==> config.mk <==
export PLATFORM = sky130hd
export DESIGN_NAME = prefetch_pc_gen_flat
export DESIGN_NICKNAME = d
export VERILOG_FILES = /design/src/rtl/prefetch_pc_gen_if.sv /design/src/rtl/prefetch_pc_gen.sv /design/src/flat_wrapper.sv
export SDC_FILE = /design/constraint.sdc
export NUM_CORES = 1
export LEC_CHECK = 0
export ABC_AREA = 1
export CAP_MARGIN = 20
export CORE_MARGIN = 5
export CORE_UTILIZATION = 30
export DETAILED_ROUTE_END_ITERATION = 16
export PLACE_DENSITY = 0.64
export SLEW_MARGIN = 0
export SYNTH_ARGS = -nofsm -noshare
export SYNTH_HDL_FRONTEND = slang
export SYNTH_SLANG_ARGS = --single-unit
==> constraint.sdc <==
create_clock -name clk -period 1.5 [get_ports clk]
set_input_delay 0.3 -clock clk [delete_from_list [all_inputs] [get_ports clk]]
set_output_delay 0.3 -clock clk [all_outputs]
set_load 0.02 [all_outputs]
==> src/rtl/prefetch_pc_gen_if.sv <==
// rtl/prefetch_pc_gen_if.sv - fetch-group handoff from preFetch to the ICache fetch stage
interface prefetch_pc_gen_if;
   logic        out_valid;
   logic        out_ready;
   logic [31:0] out_pc;
   logic        out_inst1_valid;
   logic        out_pred_taken;
   logic        out_pred_isinst1;
   logic [31:0] out_pred_target;

   modport master (
      output out_valid, out_pc, out_inst1_valid, out_pred_taken,
             out_pred_isinst1, out_pred_target,
      input  out_ready
   );

   modport slave (
      input  out_valid, out_pc, out_inst1_valid, out_pred_taken,
             out_pred_isinst1, out_pred_target,
      output out_ready
   );
endinterface

==> src/rtl/prefetch_pc_gen.sv <==
// rtl/prefetch_pc_gen.sv - fetch PC owner with delay-slot sequencing; PREFETCH_REDIRECT_BYPASS_EN removes the redirect bubble
module prefetch_pc_gen #(
   parameter logic [31:0] RESET_PC = 32'hBFC00000
) (
   input  logic               clk,
   input  logic               resetn,
   output logic [31:0]        PC0,
   output logic [31:0]        PC1,
   output logic               PC1_valid,
   output logic               predict_rden,
   input  logic               predict_jump,
   input  logic [31:0]        predict_jump_target,
   input  logic               predict_isinst1,
   input  logic               commit_redirect_en,
   input  logic [31:0]        commit_redirect_pc,
   input  logic               decode_redirect_en,
   input  logic [31:0]        decode_redirect_pc,
   prefetch_pc_gen_if.master  out_if
);

   typedef enum logic {RUN = 1'b0, DSLOT = 1'b1} state_t;

   state_t      state_q, state_d;
   logic [31:0] pc_q, pc_d;
   logic [31:0] tgt_q, tgt_d;
   logic        out_valid_q, out_valid_d;
   logic [31:0] out_pc_q, out_pc_d;
   logic        out_inst1_valid_q, out_inst1_valid_d;
   logic        out_pred_taken_q, out_pred_taken_d;
   logic        out_pred_isinst1_q, out_pred_isinst1_d;
   logic [31:0] out_pred_target_q, out_pred_target_d;

   logic        redir;
   logic [31:0] redir_pc;
   logic [31:0] look_pc;
   logic        look_run;
   logic        advance;
   logic        slot1_in;
   logic [31:0] seq;

   always_comb begin
      redir    = commit_redirect_en | decode_redirect_en;
      redir_pc = (commit_redirect_en ? commit_redirect_pc : decode_redirect_pc) & ~32'h3;
`ifdef PREFETCH_REDIRECT_BYPASS_EN
      // The redirect address is looked up directly; the flushed output slot counts as free.
      look_pc  = redir ? redir_pc : pc_q;
      look_run = redir | (state_q == RUN);
      advance  = redir | ~out_valid_q | out_if.out_ready;
`else
      look_pc  = pc_q;
      look_run = (state_q == RUN);
      advance  = (~out_valid_q | out_if.out_ready) & ~redir;
`endif
      slot1_in     = ~look_pc[2] & look_run;
      seq          = {look_pc[31:3] + 29'd1, 3'b000};
      PC0          = look_pc;
      PC1          = look_pc + 32'd4;
      PC1_valid    = slot1_in;
      predict_rden = advance & look_run & resetn;
   end

   always_comb begin
      state_d            = state_q;
      pc_d               = pc_q;
      tgt_d              = tgt_q;
      out_valid_d        = out_valid_q;
      out_pc_d           = out_pc_q;
      out_inst1_valid_d  = out_inst1_valid_q;
      out_pred_taken_d   = out_pred_taken_q;
      out_pred_isinst1_d = out_pred_isinst1_q;
      out_pred_target_d  = out_pred_target_q;

      if (advance) begin
         out_valid_d = 1'b1;
         out_pc_d    = look_pc;
         if (look_run) begin
            out_inst1_valid_d  = slot1_in;
            out_pred_taken_d   = predict_jump;
            out_pred_isinst1_d = predict_isinst1;
            out_pred_target_d  = predict_jump_target;
            state_d            = RUN;
            if (!predict_jump) begin
               pc_d = seq;
            end else if (!predict_isinst1 && slot1_in) begin
               pc_d = predict_jump_target & ~32'h3;
            end else begin
               // Delay slot lies outside this group: fetch it alone, then the target.
               tgt_d   = predict_jump_target & ~32'h3;
               pc_d    = seq;
               state_d = DSLOT;
            end
         end else begin
            out_inst1_valid_d  = 1'b0;
            out_pred_taken_d   = 1'b0;
            out_pred_isinst1_d = 1'b0;
            out_pred_target_d  = 32'h0;
            pc_d               = tgt_q;
            state_d            = RUN;
         end
      end else if (redir) begin
         pc_d        = redir_pc;
         state_d     = RUN;
         out_valid_d = 1'b0;
      end else if (out_if.out_ready) begin
         out_valid_d = 1'b0;
      end
   end

   always_ff @(posedge clk) begin
      if (!resetn) begin
         state_q            <= RUN;
         pc_q               <= RESET_PC & ~32'h3;
         tgt_q              <= 32'h0;
         out_valid_q        <= 1'b0;
         out_pc_q           <= 32'h0;
         out_inst1_valid_q  <= 1'b0;
         out_pred_taken_q   <= 1'b0;
         out_pred_isinst1_q <= 1'b0;
         out_pred_target_q  <= 32'h0;
      end else begin
         state_q            <= state_d;
         pc_q               <= pc_d;
         tgt_q              <= tgt_d;
         out_valid_q        <= out_valid_d;
         out_pc_q           <= out_pc_d;
         out_inst1_valid_q  <= out_inst1_valid_d;
         out_pred_taken_q   <= out_pred_taken_d;
         out_pred_isinst1_q <= out_pred_isinst1_d;
         out_pred_target_q  <= out_pred_target_d;
      end
   end

   assign out_if.out_valid        = out_valid_q;
   assign out_if.out_pc           = out_pc_q;
   assign out_if.out_inst1_valid  = out_inst1_valid_q;
   assign out_if.out_pred_taken   = out_pred_taken_q;
   assign out_if.out_pred_isinst1 = out_pred_isinst1_q;
   assign out_if.out_pred_target  = out_pred_target_q;

endmodule

==> src/flat_wrapper.sv <==
// flat-port wrapper written by rule: the top's interface ports become plain ports
module prefetch_pc_gen_flat 
#(
   parameter logic [31:0] RESET_PC = 32'hBFC00000
)
  (clk, resetn, PC0, PC1, PC1_valid, predict_rden, predict_jump, predict_jump_target, predict_isinst1, commit_redirect_en, commit_redirect_pc, decode_redirect_en, decode_redirect_pc, out_if_out_valid, out_if_out_pc, out_if_out_inst1_valid, out_if_out_pred_taken, out_if_out_pred_isinst1, out_if_out_pred_target, out_if_out_ready);
  prefetch_pc_gen_if out_if_i ();
  input  logic clk;
  input  logic resetn;
  output logic [31:0] PC0;
  output logic [31:0] PC1;
  output logic PC1_valid;
  output logic predict_rden;
  input  logic predict_jump;
  input  logic [31:0] predict_jump_target;
  input  logic predict_isinst1;
  input  logic commit_redirect_en;
  input  logic [31:0] commit_redirect_pc;
  input  logic decode_redirect_en;
  input  logic [31:0] decode_redirect_pc;
  output wire logic [$bits(out_if_i.out_valid)-1:0] out_if_out_valid;
  output wire logic [$bits(out_if_i.out_pc)-1:0] out_if_out_pc;
  output wire logic [$bits(out_if_i.out_inst1_valid)-1:0] out_if_out_inst1_valid;
  output wire logic [$bits(out_if_i.out_pred_taken)-1:0] out_if_out_pred_taken;
  output wire logic [$bits(out_if_i.out_pred_isinst1)-1:0] out_if_out_pred_isinst1;
  output wire logic [$bits(out_if_i.out_pred_target)-1:0] out_if_out_pred_target;
  input wire logic [$bits(out_if_i.out_ready)-1:0] out_if_out_ready;
  assign out_if_out_valid = out_if_i.out_valid;
  assign out_if_out_pc = out_if_i.out_pc;
  assign out_if_out_inst1_valid = out_if_i.out_inst1_valid;
  assign out_if_out_pred_taken = out_if_i.out_pred_taken;
  assign out_if_out_pred_isinst1 = out_if_i.out_pred_isinst1;
  assign out_if_out_pred_target = out_if_i.out_pred_target;
  assign out_if_i.out_ready = out_if_out_ready;
  prefetch_pc_gen #(.RESET_PC(RESET_PC)) u_core (.clk(clk), .resetn(resetn), .PC0(PC0), .PC1(PC1), .PC1_valid(PC1_valid), .predict_rden(predict_rden), .predict_jump(predict_jump), .predict_jump_target(predict_jump_target), .predict_isinst1(predict_isinst1), .commit_redirect_en(commit_redirect_en), .commit_redirect_pc(commit_redirect_pc), .decode_redirect_en(decode_redirect_en), .decode_redirect_pc(decode_redirect_pc), .out_if(out_if_i));
endmodule
==> results.yml <==
run_status:
  outcome: "finished with violations"
  violations: "negative setup slack"
finish:
  area_growth_pct: 95.4
  multi_input_comb_area_mm2: 0.00479
  seq_area_mm2: 0.00263
  nets: 1521
  n_fill_cell: 1948
  antenna_cells: 0
  layout.cells.non_filler: 1709
  fin_util_pct: 59.9
  drive_gt1_share_pct: 41.1
floorplanning:
  die-height_um: 160
  die_area_mm2: 0.0255
  ioPinCount: 237
  core-area_mm2: 0.0220
  initial_core_util_pct: 30.6
  dieWidth_um: 160
  fp-row-count: 54
critical_path:
  worst-r2r-cell-count: 14
  path_buf_inv: 2
  critPathTopFamily: "simple AND/OR/NAND/NOR gates"
  path_cells: "ha_4 > nand3_4 > nor2_4 > buf_4 > nand4_1 > a31oi_4 > buf_6"
  reg2reg_from: "u_core.PC0[2]"
  ff2ff_setup_slack_ns: -0.45
  r2r-end: "u_core.PC0[9]"
  crit_slowest_cell: "dfxtp_4"
  cp-start-kind: "flop"
  critical_path_cell_count: 7
  cp.arrival_ns: 1.91
  crit_path_end_kind: "output pin"
  crit_required_ns: 1.20
  slowest_delay_ns: 0.36
  cp_max_fo: 6
  setup.worst_path.class: "reg2out"
timing:
  whs_ns: 0.314
  layout_min_cycle_time_ns: 2.21
  worst_slew_pin_slew_ns: 0.612
  fin_crit_sh_pct: 147
  fin_ws_ns: -0.707
  maxSlewViolCount: 0
  setup_viol: 95
  skew_ns: 0.00810
  fmax_mhz: 453
  rsz0062_at_grt: "yes"
  hold_violations: 0
  max_slew_margin_pct: 59.2
pwr:
  comb_power_share_pct: 28.0
  p_int_mw: 7.90
  leakagePower_nw: 6.02
  seqPwrFrac_pct: 32.9
  peakVddDrop_uv: 791
  switchingPower_mw: 3.53
  p_per_area_mw_per_mm2: 869
  power_switching_share_pct: 30.9
  p_clk_share_pct: 39.2
  total_power_mw: 11.4
clock_tree:
  root_buffer: "clkbuf_16"
  cts_buffers: 17
  clk_latency_ns: 0.43
  postCtsHoldBufs: 0
  cts.sinks: 127
  h-tree-depth: 4
  cts_max_path_buffers: 2
  clk_pin_slew_ns: 0.06
  cts_tree: "done"
logic_synthesis:
  synth-seq-area-share_pct: 37.8
  synth_cells: 1010
  synth.most_common_cell: "nand2_1"
  synth_top_cell_area_share_pct: 37.8
  synth_commonest_cells: "nand2_1 (226), dfxtp_1 (127), o21ai_0 (123)"
  synth_area_leader_cell: "dfxtp_1"
  synth_seq_cells: 127
  yosysUniqueCellTypes: 34
  synth_enable_flop_cells: 0
  avgSynthCellArea_um2: 6.66
  ys_warn_count: 0
  synthArstFlopShare_pct: 0
  synth_flop_cell: "dfxtp_1"
  synth_area_leaders: "dfxtp_1 (38%), nand2_1 (13%), o21ai_0 (9.1%)"
  netlist_area_mm2: 0.00673
hold_path:
  hold_depth: 4
  worstHoldPathType: "in2reg"
  min_from: "resetn"
  min_to: "u_core.out_if.out_valid"
detailed_routing:
  wl_met1_mm: 13.7
  wl_mm: 31.8
  dr.pass1.iters: 5
  drt-initial-drc-count: 698
  final_antenna_net_count: 0
  vias_per_cell: 5.07
  wl_met3_mm: 2.32
  wl_met2_mm: 14.9
  maxUsedRoutingLayer: "met4"
  wl_per_cell_um: 18.6
  num_vias: 8672
  drc_errors: 0
global_route:
  grt-ovfl-total: 0
  grt_pass1_vias: 8155
  antenna_found_initial: 0
  grtUsageTotal_pct: 22.6
  grt_pass1_wl_mm: 45.8
  grt_max_degree: 71
placement:
  hpwl_mm: 22.8
  port_buffers: 226
  dp.cells: 1630
  gp_congestion: 0.933
run:
  cap_violations: 0
-- repair_timing --
item,CTS,global route
pin swaps,44,72
setup buffers,18,35
gates resized for setup,527,196
endpoints found under the hold margin,0,0
cloned,0,7
setup endpoints to repair,216,128
-- worst max path at each step --
stage               slack (ns)           from      end
floorplan                -0.13  u_core.PC0[3]  PC1[16]
finish                   -0.71  u_core.PC0[3]  PC1[21]
global route             -0.76  u_core.PC0[3]  PC1[21]
global placement         -0.78  u_core.PC0[3]  PC1[29]
detailed placement       -0.82  u_core.PC0[3]  PC1[29]
CTS                      -0.72  u_core.PC0[3]  PC1[23]
-- registers in the layout (all words and copies together), names as in the netlist --
register,cells
u_core.PC0,30
u_core.out_if.out_inst1_valid,1
u_core.out_if.out_pc,30
u_core.out_if.out_pred_isinst1,1
u_core.out_if.out_pred_taken,1
u_core.out_if.out_pred_target,32
u_core.out_if.out_valid,1
u_core.state_q,1
u_core.tgt_q,30
-- through the flow --
stage          cell area (um2)  setup slack [ns]  TNS [ns]
4_1_cts                  12200            -0.725    -27.69
3_3_place_gp             11000            -0.785    -71.18
6_report                 13100            -0.707    -36.52
5_1_grt                  13100            -0.763    -43.15
3_5_place_dp             11000            -0.820    -74.88
2_1_floorplan             7270            -0.130     -1.80
-- layout by cell type (no fill, tap or decap), types with 15 or more instances in the layout --
cell,instances
nand3_1,55
clkbuf_16,24
a21oi_2,17
buf_12,16
inv_1,65
o21ai_1,27
a21oi_1,78
nand2_2,39
dfxtp_4,20
o21ai_2,51
nand2_1,173
buf_4,157
nor2_1,61
clkdlybuf4s50_1,94
dfxtp_1,98
buf_6,81
nand2_4,15
dlygate4sd2_1,66
o21ai_0,66
nor2_4,32
-- metal layers --
layer  GRT usage [%]  vias to the layer above
met5               0                        -
met4            6.61                        0
met3            5.75                       61
met2            37.3                      378
met1            29.2                     4080
li1                -                     4153
-- layout make-up --
class                      instances  area share, %
sequential                       127           20.0
tap                              280           2.66
timing repair inverter             1          0.124
timing repair buffer             451           33.3
clock buffer                      21           3.66
inverter                          83           2.67
multi-input combinational        735           36.4
clock inverter                    11           1.16
-- power by group through the flow --
stage / Combinational [mW] / Sequential [mW] / Clock, mW
2_1_floorplan: 1.03 / 4.04 / 0
3_3_place_gp: 2.80 / 3.81 / 0
3_5_place_dp: 2.81 / 3.81 / 0
4_1_cts: 2.91 / 3.74 / 4.52
5_1_grt: 3.39 / 3.78 / 4.69
6_report: 3.20 / 3.76 / 4.47
-- kinds of logic (layout without fill, tap and decap cells) --
logic type	Yosys count	in the layout	synth area share, %
and+or+nand+nor	424	424	26.8
adders and majority gates	2	2	0.372
AOI/OAI and AO/OA	281	281	22.5
buffers and inverters	153	567	9.69
xor gates and xnor gates	22	22	2.86
other	1	6	0.0557
DFF	127	127	37.8
-- worst min-delay path, stage by stage --
cell,delay [ns]
buf_4,0.08
inv_1,0.06
buf_4,0.17
nor2_1,0.09
Power figures use the tool's default switching activity.
